==> src/rtl/instr_fetch.sv <==
// Instruction fetch: PC, credit-limited imem requests, in-order response FIFO, redirect/flush.
// Optional build macro FETCH_MISALIGN_CHECK_EN: a misaligned redirect sets sticky fetch_fault and halts fetch.
module instr_fetch #(
  parameter logic [31:0] RESET_PC = 32'h0000_0000,
  parameter int unsigned DEPTH    = 2
) (
  input  logic        clk,
  input  logic        rst_n,
  output logic        imem_req_valid,
  input  logic        imem_req_ready,
  output logic [31:0] imem_addr,
  input  logic        imem_rsp_valid,
  input  logic [31:0] imem_rsp_data,
  output logic        instr_valid,
  input  logic        instr_ready,
  output logic [31:0] instr,
  output logic [31:0] instr_pc,
  input  logic        redirect_valid,
  input  logic [31:0] redirect_pc,
  output logic        fetch_fault
);
  localparam int unsigned   CW       = $clog2(DEPTH + 1);
  localparam int unsigned   PW       = (DEPTH > 1) ? $clog2(DEPTH) : 1;
  localparam logic [CW:0]   DEPTH_C  = (CW + 1)'(DEPTH);
  localparam logic [CW-1:0] DEPTH_N  = CW'(DEPTH);
  localparam logic [PW-1:0] LAST_PTR = PW'(DEPTH - 1);

  logic [31:0]   pc_q, pc_d;
  logic [CW-1:0] inflight_q, inflight_d;
  logic [CW-1:0] drop_q, drop_d;
  logic [CW-1:0] count_q, count_d;
  logic          halted_q, halted_d;
  logic          fault_q, fault_d;
  logic [PW-1:0] fifo_rd_q, fifo_rd_d, fifo_wr_q, fifo_wr_d;
  logic [PW-1:0] tag_rd_q, tag_rd_d, tag_wr_q, tag_wr_d;
  logic [31:0]   fifo_pc_q   [DEPTH];
  logic [31:0]   fifo_data_q [DEPTH];
  logic [31:0]   tag_pc_q    [DEPTH];

  logic accept, rsp, rsp_live, push, pop, misalign;

  function automatic logic [PW-1:0] ptr_inc(input logic [PW-1:0] p);
    return (p == LAST_PTR) ? '0 : p + PW'(1);
  endfunction

  // Credit covers both outstanding requests (stale included) and buffered entries.
  assign imem_req_valid = rst_n && !halted_q &&
                          (({1'b0, inflight_q} + {1'b0, count_q}) < DEPTH_C);
  assign imem_addr   = pc_q;
  assign accept      = imem_req_valid && imem_req_ready;
  assign rsp         = imem_rsp_valid && (inflight_q != '0);
  assign rsp_live    = rsp && (drop_q == '0);
  assign push        = rsp_live && !redirect_valid;
  assign instr_valid = (count_q != '0);
  assign pop         = instr_valid && instr_ready && !redirect_valid;
  assign instr       = instr_valid ? fifo_data_q[fifo_rd_q] : '0;
  assign instr_pc    = instr_valid ? fifo_pc_q[fifo_rd_q] : '0;
  assign fetch_fault = fault_q;

`ifdef FETCH_MISALIGN_CHECK_EN
  assign misalign = redirect_valid && (redirect_pc[1:0] != 2'b00);
`else
  assign misalign = 1'b0;
`endif

  always_comb begin
    pc_d       = pc_q;
    inflight_d = inflight_q;
    drop_d     = drop_q;
    count_d    = count_q;
    fifo_rd_d  = fifo_rd_q;
    fifo_wr_d  = fifo_wr_q;
    tag_rd_d   = tag_rd_q;
    tag_wr_d   = tag_wr_q;
    halted_d   = halted_q;
    fault_d    = fault_q;

    if (accept) pc_d = pc_q + 32'd4;
    if (accept && !rsp) inflight_d = inflight_q + CW'(1);
    else if (!accept && rsp) inflight_d = inflight_q - CW'(1);
    if (rsp && !rsp_live) drop_d = drop_q - CW'(1);

    if (redirect_valid) begin
      // Everything still outstanding after this edge, including this cycle's accept, is stale.
      pc_d      = redirect_pc & 32'hFFFF_FFFC;
      drop_d    = inflight_d;
      count_d   = '0;
      fifo_rd_d = '0;
      fifo_wr_d = '0;
      tag_rd_d  = '0;
      tag_wr_d  = '0;
      if (misalign) begin
        halted_d = 1'b1;
        fault_d  = 1'b1;
      end
    end else begin
      if (accept) tag_wr_d = ptr_inc(tag_wr_q);
      if (push) begin
        tag_rd_d  = ptr_inc(tag_rd_q);
        fifo_wr_d = ptr_inc(fifo_wr_q);
      end
      if (pop) fifo_rd_d = ptr_inc(fifo_rd_q);
      if (push && !pop) count_d = count_q + CW'(1);
      else if (pop && !push) count_d = count_q - CW'(1);
    end
  end

  always_ff @(posedge clk) begin
    if (!rst_n) begin
      pc_q       <= RESET_PC;
      inflight_q <= '0;
      drop_q     <= '0;
      count_q    <= '0;
      fifo_rd_q  <= '0;
      fifo_wr_q  <= '0;
      tag_rd_q   <= '0;
      tag_wr_q   <= '0;
      halted_q   <= 1'b0;
      fault_q    <= 1'b0;
    end else begin
      pc_q       <= pc_d;
      inflight_q <= inflight_d;
      drop_q     <= drop_d;
      count_q    <= count_d;
      fifo_rd_q  <= fifo_rd_d;
      fifo_wr_q  <= fifo_wr_d;
      tag_rd_q   <= tag_rd_d;
      tag_wr_q   <= tag_wr_d;
      halted_q   <= halted_d;
      fault_q    <= fault_d;
    end
  end

  // Storage needs no reset: outputs are masked while the FIFO is empty.
  always_ff @(posedge clk) begin
    if (accept && !redirect_valid) tag_pc_q[tag_wr_q] <= pc_q;
    if (push) begin
      fifo_pc_q[fifo_wr_q]   <= tag_pc_q[tag_rd_q];
      fifo_data_q[fifo_wr_q] <= imem_rsp_data;
    end
  end

  a_no_fifo_overflow: assert property (@(posedge clk) disable iff (!rst_n)
    !(push && !pop && (count_q == DEPTH_N)));

endmodule
==> config.mk <==
export PLATFORM = sky130hd
export DESIGN_NAME = instr_fetch
export DESIGN_NICKNAME = d
export VERILOG_FILES = /design/src/rtl/instr_fetch.sv
export SDC_FILE = /design/constraint.sdc
export NUM_CORES = 1
export LEC_CHECK = 0
export ABC_AREA = 1
export ABC_CLOCK_PERIOD_IN_PS = 5040
export BUFFER_PORTS_ARGS = -buffer_cell sky130_fd_sc_hd__clkbuf_2
export CAP_MARGIN = 20
export CORE_MARGIN = 8
export CORE_UTILIZATION = 40
export DETAILED_ROUTE_END_ITERATION = 8
export PLACE_DENSITY = 0.69
export RECOVER_POWER = 100
export SYNTH_ARGS = -nofsm -noshare
export SYNTH_HDL_FRONTEND = slang
export SYNTH_SLANG_ARGS = --single-unit
==> constraint.sdc <==
create_clock -name clk -period 5.04 [get_ports clk]
set_input_delay 1.512 -clock clk [delete_from_list [all_inputs] [get_ports clk]]
set_output_delay 1.512 -clock clk [all_outputs]
set_load 0.005 [all_outputs]
==> flow_metrics.py, run 1 <==
metrics = {
    "worst_setup_path": {
        "critical_path_class": "in2reg",
        "crit_path_end_kind": "flop",
        "arrival_ns": 4.46,
        "startpoint_type": "input pin",
        "crit_fanout": 33,
        "worst-r2r-cell-count": 9,
        "worstPathRequired_ns": 5.42,
    },
    "clocking": {
        "cts_made_buffers": 24,
        "clk_pin_slew_ns": 0.06,
        "postCtsSetupBuffers": 0,
        "clock_sinks": 226,
        "ctsRootBufferMaster": "clkbuf_16",
        "cts_tree": "yes",
        "hold_buffers": 0,
        "htreeDepth": 1,
        "clockBufferDepth": 3,
        "clkLatencyLatePin_ns": 0.50,
        "cts.repair.resized": 0,
    },
    "die": {
        "core_sq_um": 23500,
        "die-area_sq_um": 29100,
        "start_util": 0.407,
        "ioPinCount": 169,
        "die_x_microns": 171,
        "die_height_microns": 171,
        "rows": 56,
    },
    "status": {
        "violations": "max-capacitance violations, max-slew violations",
        "status": "finished, violations left",
    },
    "grt": {
        "met2_usage": 0.278,
        "grt_util_all_layers": 0.161,
        "use_met3": 0.0313,
        "busiest_layer": "met2",
        "overflow": 0,
        "met1_usage": 0.204,
        "grt_pass1_wl_microns": 36700,
        "antenna_found_initial": 0,
        "grt_start_max_net_pins": 63,
        "grt_pass1_vias": 6683,
    },
    "placed_design": {
        "gp_congestion": 0.891,
        "placed_cell_area_sq_um": 10700,
        "portBuffers": 161,
        "hpwl_microns": 15800,
    },
    "route": {
        "first_pass_iters": 5,
        "final_antenna_net_count": 0,
        "finalWirelength_microns": 23500,
        "dr.first_iter.drc_count": 518,
        "routedWlPerCell_microns": 16.8,
        "via_count": 6778,
        "via_per_inst": 4.84,
        "drc": 0,
    },
    "sta": {
        "post-route-period-util": 0.809,
        "fin_skew_ns": 0.00698,
        "fin_crit_ns": 4.08,
        "fmax_ghz": 0.245,
        "relSlewSlack": -0.302,
        "tns_ns": 0,
        "worst-slew-pin-transition_ns": 1.95,
        "finalHoldViolCount": 0,
        "finalSetupViolations": 0,
        "grt_setup_unrepaired": "false",
        "slew_violations": 127,
    },
    "yosys": {
        "synth_top_cells_by_area": "edfxtp_1, nand2_1, dfxtp_1",
        "yosysWarnings": 0,
        "synth_edf_count": 184,
        "netlist.area_leader.share": 0.578,
        "synth.distinct_cells": 29,
        "ys_ff_latch": 226,
        "synthCells": 903,
        "async_reset_ff_frac": 0,
        "synth_area_sq_um": 9550,
        "yosys.area.top_type": "edfxtp_1",
        "seq_area_frac_synth": 0.666,
        "synth_flop_cell": "edfxtp_1",
        "avgSynthCellArea_sq_um": 10.6,
    },
    "final_layout": {
        "fill_cells": 2230,
        "fin_nets": 1140,
        "drive_above_1_share": 0.132,
        "design_area_sq_um": 11300,
        "syn_to_final_growth_pct": 18.6,
        "antenna_cells": 0,
    },
    "job": {
        "drv_cap": 4,
    },
    "power_and_ir_drop": {
        "powerDensity_nw_per_um2": 383,
        "ir_drop_mv": 0.156,
        "leakagePower_nw": 4.11,
    },
    "hold_path": {
        "worst_hold_path.num_cells": 2,
        "hp-class": "reg2reg",
    },
}
## cells by family after synthesis
family	share of synthesized area
simple gates	0.162
buf+inv	0.0452
other cells	0.000393
mux	0.0354
flops	0.666
compound gates	0.0715
fa+ha+maj	0.00734
xor+xnor	0.0119
## placed cells by master, fill, tap and decap left out, drive strengths merged
cell type	n
fa	1
conb	5
o21ai	29
nor3	1
nor2	65
clkinv	14
nand2	296
dfxtp	42
xor2	11
mux2	30
buf	7
bufinv	2
nand3	21
clkbuf	191
xnor2	2
or2	1
inv	66
and2	1
a31oi	6
ha	4
edfxtp	184
clkinvlp	1
a21oi	100
nand4	2
## final timing paths
kind	slack (ns)	end	start
min reg2reg	0.46	fifo_wr_q$_SDFFE_PP0P_	fifo_wr_q$_SDFFE_PP0P_
max	0.96	imem_addr[18]$_SDFFE_PN0P_	redirect_valid
max reg2reg	1.37	tag_pc_q[1][15]$_DFFE_PP_	count_q[0]$_SDFFE_PP0P_
min	0.46	fifo_wr_q$_SDFFE_PP0P_	fifo_wr_q$_SDFFE_PP0P_
## power by group
part,switching [W],total [W],internal (W)
logic,0.000296,0.000456,0.000159
registers,0.0000644,0.00221,0.00215
clock network,0.000674,0.00167,0.000995
## registers in the layout (all words and copies together), names as in the netlist, named ones only
name and flops:
count_q 2, drop_q 2, fifo_data_q 64, fifo_pc_q 60, fifo_rd_q 1, fifo_wr_q 1, imem_addr 30, inflight_q 2
tag_pc_q 60, tag_rd_q 1, tag_wr_q 1
## metal layers
| metal | up-vias | wire length (microns) |
|---|---|---|
| met5 | - | 0 |
| met4 | 0 | 307 |
| li1 | 3342 | - |
| met1 | 3207 | 9930 |
| met3 | 22 | 1620 |
| met2 | 207 | 11700 |
## cells in the mapped netlist, types with 2 or more instances
master	instances
nand2_1	293
xor2_1	11
inv_1	64
o21ai_0	29
dfxtp_1	42
nor2_2	5
a21oi_1	100
nand2_2	3
inv_2	2
nor2_4	3
nand4_1	2
buf_2	2
nor2_1	57
edfxtp_1	184
xnor2_1	2
nand3_1	20
mux2_2	30
ha_1	4
a31oi_1	6
clkbuf_1	28
buf_4	8
## layout make-up
class / count / area, sq um / area share
multi-input cells: 575 / 2770 / 0.244
clock buffers: 26 / 629 / 0.0555
clock inverters: 17 / 126 / 0.0112
inverters: 66 / 248 / 0.0219
well taps: 319 / 399 / 0.0352
repair buffers: 172 / 795 / 0.0701
flip-flops and latches: 226 / 6370 / 0.562
## stage by stage
| stage | setup slack (ns) | util | cells | hold WS (ns) | total power [W] |
|---|---|---|---|---|---|
| after floorplan | 0.0000688 | - | 907 | 0.438 | 0.00253 |
| after global placement | 1.33 | 0.457 | 1358 | 0.448 | 0.00272 |
| after CTS | 1.21 | 0.489 | 1401 | 0.472 | 0.00442 |
| after global routing | 0.559 | 0.483 | 1401 | 0.494 | 0.00453 |
| after detailed placement | 1.25 | 0.457 | 1358 | 0.463 | 0.00274 |
| final | 0.962 | 0.483 | 1401 | 0.464 | 0.00434 |
## worst max-delay path, cell delays in order
cell and delay (ns):
clkbuf_1 1.10, inv_1 0.49, nand2_1 0.63, inv_1 0.39, nand2_1 0.14, nand2_1 0.06
inv_1 0.05, a21oi_1 0.05
Note: power is estimated with default switching activity, not from simulation.
==> run 2: changes to the inputs <==
Settings changed: ABC_AREA 1 to 0, ABC_CLOCK_PERIOD_IN_PS 5040 to 3800, PLACE_DENSITY 0.69 to 0.67.
Clock period 5.04 ns to 3.8 ns, I/O delays scaled along.
==> run 2 against run 1 <==
Net effect: the flow still finishes with violations (max-capacitance violations, max-slew violations); sequential power increased by 33%; register-to-register slack lost 0.78 ns; clock power grew 32%; critical path depth is 4 lower; largest cell class unchanged; highest routed layer unchanged.
==> flow_metrics.py, run 2 <==
metrics = {
    "yosys": {
        "synth_area_sq_um": 9080,
        "avgSynthCellArea_sq_um": 14.4,
        "async_reset_ff_frac": 0,
        "yosysWarnings": 0,
        "synth_flop_cell": "edfxtp_1",
        "synth.distinct_cells": 46,
        "netlist.area_leader.share": 0.609,
        "synthCells": 629,
        "synth_edf_count": 184,
        "seq_area_frac_synth": 0.701,
        "yosysMostFrequentCell": "edfxtp_1",
        "ys_ff_latch": 226,
        "synth_common_cells": "edfxtp_1, nor2_1, mux2i_1",
        "synth_top_cells_by_area": "edfxtp_1, dfxtp_1, mux2i_1",
        "yosys.area.top_type": "edfxtp_1",
    },
    "final_layout": {
        "multiInputGateArea_sq_um": 2530,
        "largestRegisters": "fifo_data_q: 64 flops, fifo_pc_q: 60 flops, tag_pc_q: 60 flops",
        "drive_above_1_share": 0.178,
        "largest-register": "fifo_data_q",
        "largest_register_ffs": 64,
        "fin_nets": 879,
        "fill_cells": 2043,
        "mostFrequentLayoutCell": "edfxtp_1",
        "syn_to_final_growth_pct": 20.0,
        "mostFrequentLayoutCells": "edfxtp_1, clkbuf_1, nor2_1",
        "seq_area_sq_um": 6370,
        "antenna_cells": 0,
    },
    "job": {
        "drv_cap": 1,
    },
    "sta": {
        "tns_ns": 0,
        "fin_skew_ns": 0.00924,
        "setup_ws_ns": 0.446,
        "post-route-period-util": 0.883,
        "worst-slew-pin-transition_ns": 1.77,
        "finalHoldViolCount": 0,
        "fmax_ghz": 0.298,
        "slew_violations": 63,
        "fin_crit_ns": 3.35,
        "grt_setup_unrepaired": "false",
        "finalSetupViolations": 0,
        "relSlewSlack": -0.181,
    },
    "clocking": {
        "postCtsSetupBuffers": 0,
        "htreeDepth": 1,
        "clkLatencyLatePin_ns": 0.50,
        "cts_made_buffers": 24,
        "clockBufferDepth": 3,
        "cts_tree": "yes",
        "ctsRootBufferMaster": "clkbuf_16",
        "clk_pin_slew_ns": 0.06,
        "hold_buffers": 0,
        "cts.repair.resized": 0,
        "clock_sinks": 226,
    },
    "worst_setup_path": {
        "worstPathRequired_ns": 2.66,
        "crit_fanout": 48,
        "startpoint_type": "flop",
        "crit_path_end_kind": "output port",
        "critical_path_class": "reg2out",
        "arrival_ns": 2.21,
    },
    "power_and_ir_drop": {
        "ir_drop_mv": 0.263,
        "powerDensity_nw_per_um2": 525,
        "leakagePower_nw": 3.65,
    },
    "die": {
        "ioPinCount": 169,
        "start_util": 0.405,
        "rows": 55,
        "die_x_microns": 167,
        "die-area_sq_um": 27800,
        "die_height_microns": 167,
        "core_sq_um": 22400,
    },
    "grt": {
        "met1_usage": 0.181,
        "grt_pass1_wl_microns": 32000,
        "use_met3": 0.0397,
        "busiest_layer": "met2",
        "grt_start_max_net_pins": 63,
        "grt_pass1_vias": 5803,
        "overflow": 0,
        "met2_usage": 0.241,
        "grt_util_all_layers": 0.143,
        "antenna_found_initial": 0,
    },
    "status": {
        "violations": "max-capacitance violations, max-slew violations",
        "status": "finished, violations left",
    },
    "route": {
        "via_per_inst": 5.01,
        "routedWlPerCell_microns": 18.3,
        "dr.first_iter.drc_count": 273,
        "via_count": 5551,
        "first_pass_iters": 4,
        "final_antenna_net_count": 0,
        "drc": 0,
        "finalWirelength_microns": 20300,
    },
    "placed_design": {
        "portBuffers": 161,
        "hpwl_microns": 13700,
        "gp_congestion": 0.786,
        "pre_cts_slack_ns": 0.626,
    },
    "hold_path": {
        "hp-class": "reg2reg",
    },
}
==> run 2: per-stage QoR <==
step	cell area [sq um]	cells	utilization	power [W]	hold WS, ns
floorplan	9110	633	-	0.00335	0.472
finish	10900	1107	0.486	0.00572	0.512
CTS	11100	1107	0.495	0.00582	0.513
global route	10900	1107	0.486	0.00597	0.541
global placement	10400	1063	0.462	0.00360	0.488
detailed placement	10400	1063	0.462	0.00361	0.498
==> run 2: critical path: stages (launching register included) <==
cell,delay [ns]
dfxtp_1,0.37
nor2_4,0.40
clkbuf_4,0.63
nor2_1,0.12
clkbuf_1,0.17
==> run 2: final timing paths <==
path / cells after the start / start / slack (ns) / end
setup reg to reg: 6 / count_q[0]$_SDFFE_PP0P_ / 0.59 / tag_pc_q[0][19]$_DFFE_PP_
setup / recovery: 4 / count_q[1]$_SDFFE_PP0P_ / 0.45 / instr_pc[14]
hold / removal: 2 / fifo_rd_q$_SDFFE_PP0P_ / 0.51 / fifo_rd_q$_SDFFE_PP0P_
hold reg to reg: 2 / fifo_rd_q$_SDFFE_PP0P_ / 0.51 / fifo_rd_q$_SDFFE_PP0P_
==> run 2: cell families (layout without fill, tap and decap cells) <==
kind of cell	after synthesis	in the layout	synth area share
flops	226	226	0.701
simple gates	165	165	0.0909
mux	93	93	0.107
compound gates	58	58	0.0372
buf+inv	45	234	0.0212
xor+xnor	36	36	0.0347
fa+ha+maj	5	5	0.00772
other cells	1	5	0.000413
==> run 2: layout make-up <==
class / instances / share of cell area
Timing Repair Buffer: 180 / 0.0783
Multi-Input combinational cell: 362 / 0.232
Inverter: 10 / 0.00345
Clock buffer: 32 / 0.0608
Clock inverter: 12 / 0.00804
Sequential cell: 226 / 0.584
Tap cell: 285 / 0.0327
==> run 2: metal layers <==
layer  wire length [microns]  vias up
li1                        -     2665
met1                    9010     2695
met2                    9500      167
met3                    1460       24
met4                     276        0
met5                       0        -
==> run 2: power breakdown <==
group | internal (W) | total, W | switching, W | leakage, nW
clock | 0.00129 | 0.00220 | 0.000910 | 0.367
combinational | 0.000233 | 0.000578 | 0.000345 | 1.26
sequential | 0.00285 | 0.00294 | 0.0000862 | 2.02
total | 0.00438 | 0.00572 | 0.00134 | 3.65
==> run 3: changes to the inputs <==
Settings changed: BUFFER_PORTS_ARGS -buffer_cell sky130_fd_sc_hd__clkbuf_2 to not set, DONT_BUFFER_PORTS set to 1, PLACE_DENSITY 0.67 to 0.6.
==> run 3 against run 2 <==
Net effect: the run still ends with max-capacitance violations, max-slew violations left; sequential cell count is the same; combinational power shrank 17%; non-clock buffer count shrank 170; hold slack lost 0.0043 ns; register-to-register slack lost 0.07 ns; first-iteration DRC count shrank 13%; critical path depth grew 3; clock-buffer cell count shrank 2; critical endpoint is now fifo_data_q[1][6]$_DFFE_PP_; largest cell class unchanged; largest power group unchanged; highest routed layer is now met5.
==> flow_metrics.py, run 3 (synthesis gave the netlist of run 2 again) <==
metrics = {
    "worst_setup_path": {
        "cp_top_family": "simple AND/OR/NAND/NOR gates",
        "crit_buf_inv": 2,
        "worstPathCellList": "inv_1 > ha_1 > nor2b_1 > nand2_1 > nor2_1 > and2_1 > buf_12",
        "crit_fanout": 33,
        "critical_path_class": "reg2reg",
        "cpPeakStageDelay_ns": 1.27,
        "arrival_ns": 3.48,
        "r2r_start": "inflight_q[1]$_SDFF_PN0_",
        "critPathSlowestCell": "and2_1",
        "worst-r2r-cell-count": 7,
        "rr_endpoint": "fifo_data_q[1][6]$_DFFE_PP_",
        "startpoint_type": "flop",
        "r2r_setup_slack_ns": 0.52,
        "worstPathRequired_ns": 4.00,
        "crit_path_end_kind": "flop",
    },
    "clocking": {
        "cts.repair.resized": 0,
        "cts_tree": "yes",
        "hold_buffers": 0,
        "clkLatencyLatePin_ns": 0.51,
        "ctsRootBufferMaster": "clkbuf_16",
        "cts_made_buffers": 26,
        "clk_pin_slew_ns": 0.06,
        "postCtsSetupBuffers": 0,
        "htreeDepth": 1,
        "clockBufferDepth": 3,
        "clock_sinks": 226,
    },
    "grt": {
        "use_met3": 0.0563,
        "met1_usage": 0.163,
        "overflow": 0,
        "grt_pass1_vias": 5150,
        "antenna_found_initial": 5,
        "busiest_layer": "met2",
        "grt_util_all_layers": 0.139,
        "grt_pass1_wl_microns": 30300,
        "met2_usage": 0.228,
        "grt_start_max_net_pins": 63,
    },
    "final_layout": {
        "mostFrequentLayoutCell": "edfxtp_1",
        "fill_cells": 1957,
        "mostFrequentLayoutCells": "edfxtp_1, nor2_1, mux2i_1",
        "multiInputGateArea_sq_um": 2540,
        "largestRegisters": "fifo_data_q: 64 flops, fifo_pc_q: 60 flops, tag_pc_q: 60 flops",
        "largest_register_ffs": 64,
        "seq_area_sq_um": 6370,
        "layoutNonFillerInstCount": 944,
        "syn_to_final_growth_pct": 14.0,
        "largest-register": "fifo_data_q",
        "fin_nets": 711,
        "drive_above_1_share": 0.101,
    },
    "power_and_ir_drop": {
        "powerDensity_nw_per_um2": 582,
        "power.total_w": 0.00602,
        "ir_drop_mv": 0.321,
        "leakagePower_nw": 3.27,
    },
    "die": {
        "start_util": 0.405,
        "ioPinCount": 169,
        "die-area_sq_um": 27800,
        "core_sq_um": 22400,
        "die_height_microns": 167,
        "rows": 55,
        "die_x_microns": 167,
    },
    "placed_design": {
        "post-place-cells": 893,
        "hpwl_microns": 13400,
        "portBuffers": 0,
        "gp_congestion": 0.798,
    },
    "route": {
        "via_count": 4901,
        "first_pass_iters": 4,
        "dr.first_iter.drc_count": 237,
        "via_per_inst": 5.19,
        "routedWlPerCell_microns": 20.8,
        "final_antenna_net_count": 0,
        "drc": 0,
        "finalWirelength_microns": 19600,
    },
    "sta": {
        "fin_skew_ns": 0.0101,
        "finalHoldViolCount": 0,
        "slew_violations": 119,
        "worst-slew-pin-transition_ns": 1.75,
        "fmax_ghz": 0.305,
        "post-route-period-util": 0.863,
        "finalSetupViolations": 0,
        "fin_crit_ns": 3.28,
        "hold_ws_ns": 0.508,
        "grt_setup_unrepaired": "false",
        "relSlewSlack": -0.164,
        "tns_ns": 0,
    },
    "status": {
        "violations": "max-capacitance violations, max-slew violations",
        "status": "finished, violations left",
    },
    "hold_path": {
        "min_to": "tag_rd_q$_SDFFE_PP0P_",
        "worstHoldStart": "tag_rd_q$_SDFFE_PP0P_",
        "worst_hold_path.num_cells": 2,
        "hp-class": "reg2reg",
    },
    "job": {
        "drv_cap": 3,
    },
}
==> run 3: changes by cell type in the layout (fill, tap and decap cells not counted), sizes merged <==
cell	delta
clkinv	-3
buf	-7
clkinvlp	+4
diode	+3
inv	+1
clkbuf	-165
bufinv	+4
==> run 3: stage by stage <==
stage,cell area [sq um],worst slack (ns),utilization
after CTS,10400,0.566,0.463
after global placement,9480,0.853,0.423
after global routing,10300,0.261,0.461
final,10300,0.519,0.461
after detailed placement,9480,0.787,0.423
after floorplan,9110,0.144,-
==> run 3: final cells by class <==
class,instances,share of cell area
Antenna cell,3,0.000725
Clock buffer,30,0.0664
Clock inverter,18,0.0220
Inverter,10,0.00363
Multi-Input combinational cell,362,0.245
Sequential cell,226,0.615
Tap cell,285,0.0345
Timing Repair Buffer,10,0.0120
==> run 3: per-layer routing <==
layer / up-vias / share of wire
met5: - / 0.00076
met4: 2 / 0.021
met3: 29 / 0.083
met2: 156 / 0.48
met1: 2384 / 0.41
li1: 2330 / -
==> run 3: worst max-delay path by stage <==
stage | slack (ns) | from | to | cells after the start
after floorplan | 0.14 | imem_rsp_valid | fifo_data_q[1][0]$_DFFE_PP_ | 4
after global placement | 0.85 | imem_rsp_valid | fifo_data_q[1][4]$_DFFE_PP_ | 5
after detailed placement | 0.79 | count_q[0]$_SDFFE_PP0P_ | imem_addr[24]$_SDFFE_PN0P_ | 7
after CTS | 0.57 | count_q[0]$_SDFFE_PP0P_ | imem_req_valid | 4
after global routing | 0.26 | inflight_q[1]$_SDFF_PN0_ | fifo_pc_q[1][17]$_DFFE_PP_ | 7
final | 0.52 | inflight_q[1]$_SDFF_PN0_ | fifo_data_q[1][6]$_DFFE_PP_ | 7
==> run 3: worst reg2reg max path: cells and delay by family (launching register included) <==
kind / cells / cell delay (ns)
and+or+nand+nor: 4 / 1.96
adders and majority gates: 1 / 0.20
buffers and inverters: 2 / 0.40
DFF: 1 / 0.39
==> run 3: power by group <==
part | internal, W | switching (W) | total [W] | leakage [nW]
clock | 0.00164 | 0.000956 | 0.00259 | 0.429
sequential | 0.00285 | 0.0000962 | 0.00295 | 2.02
combinational | 0.000179 | 0.000302 | 0.000481 | 0.822
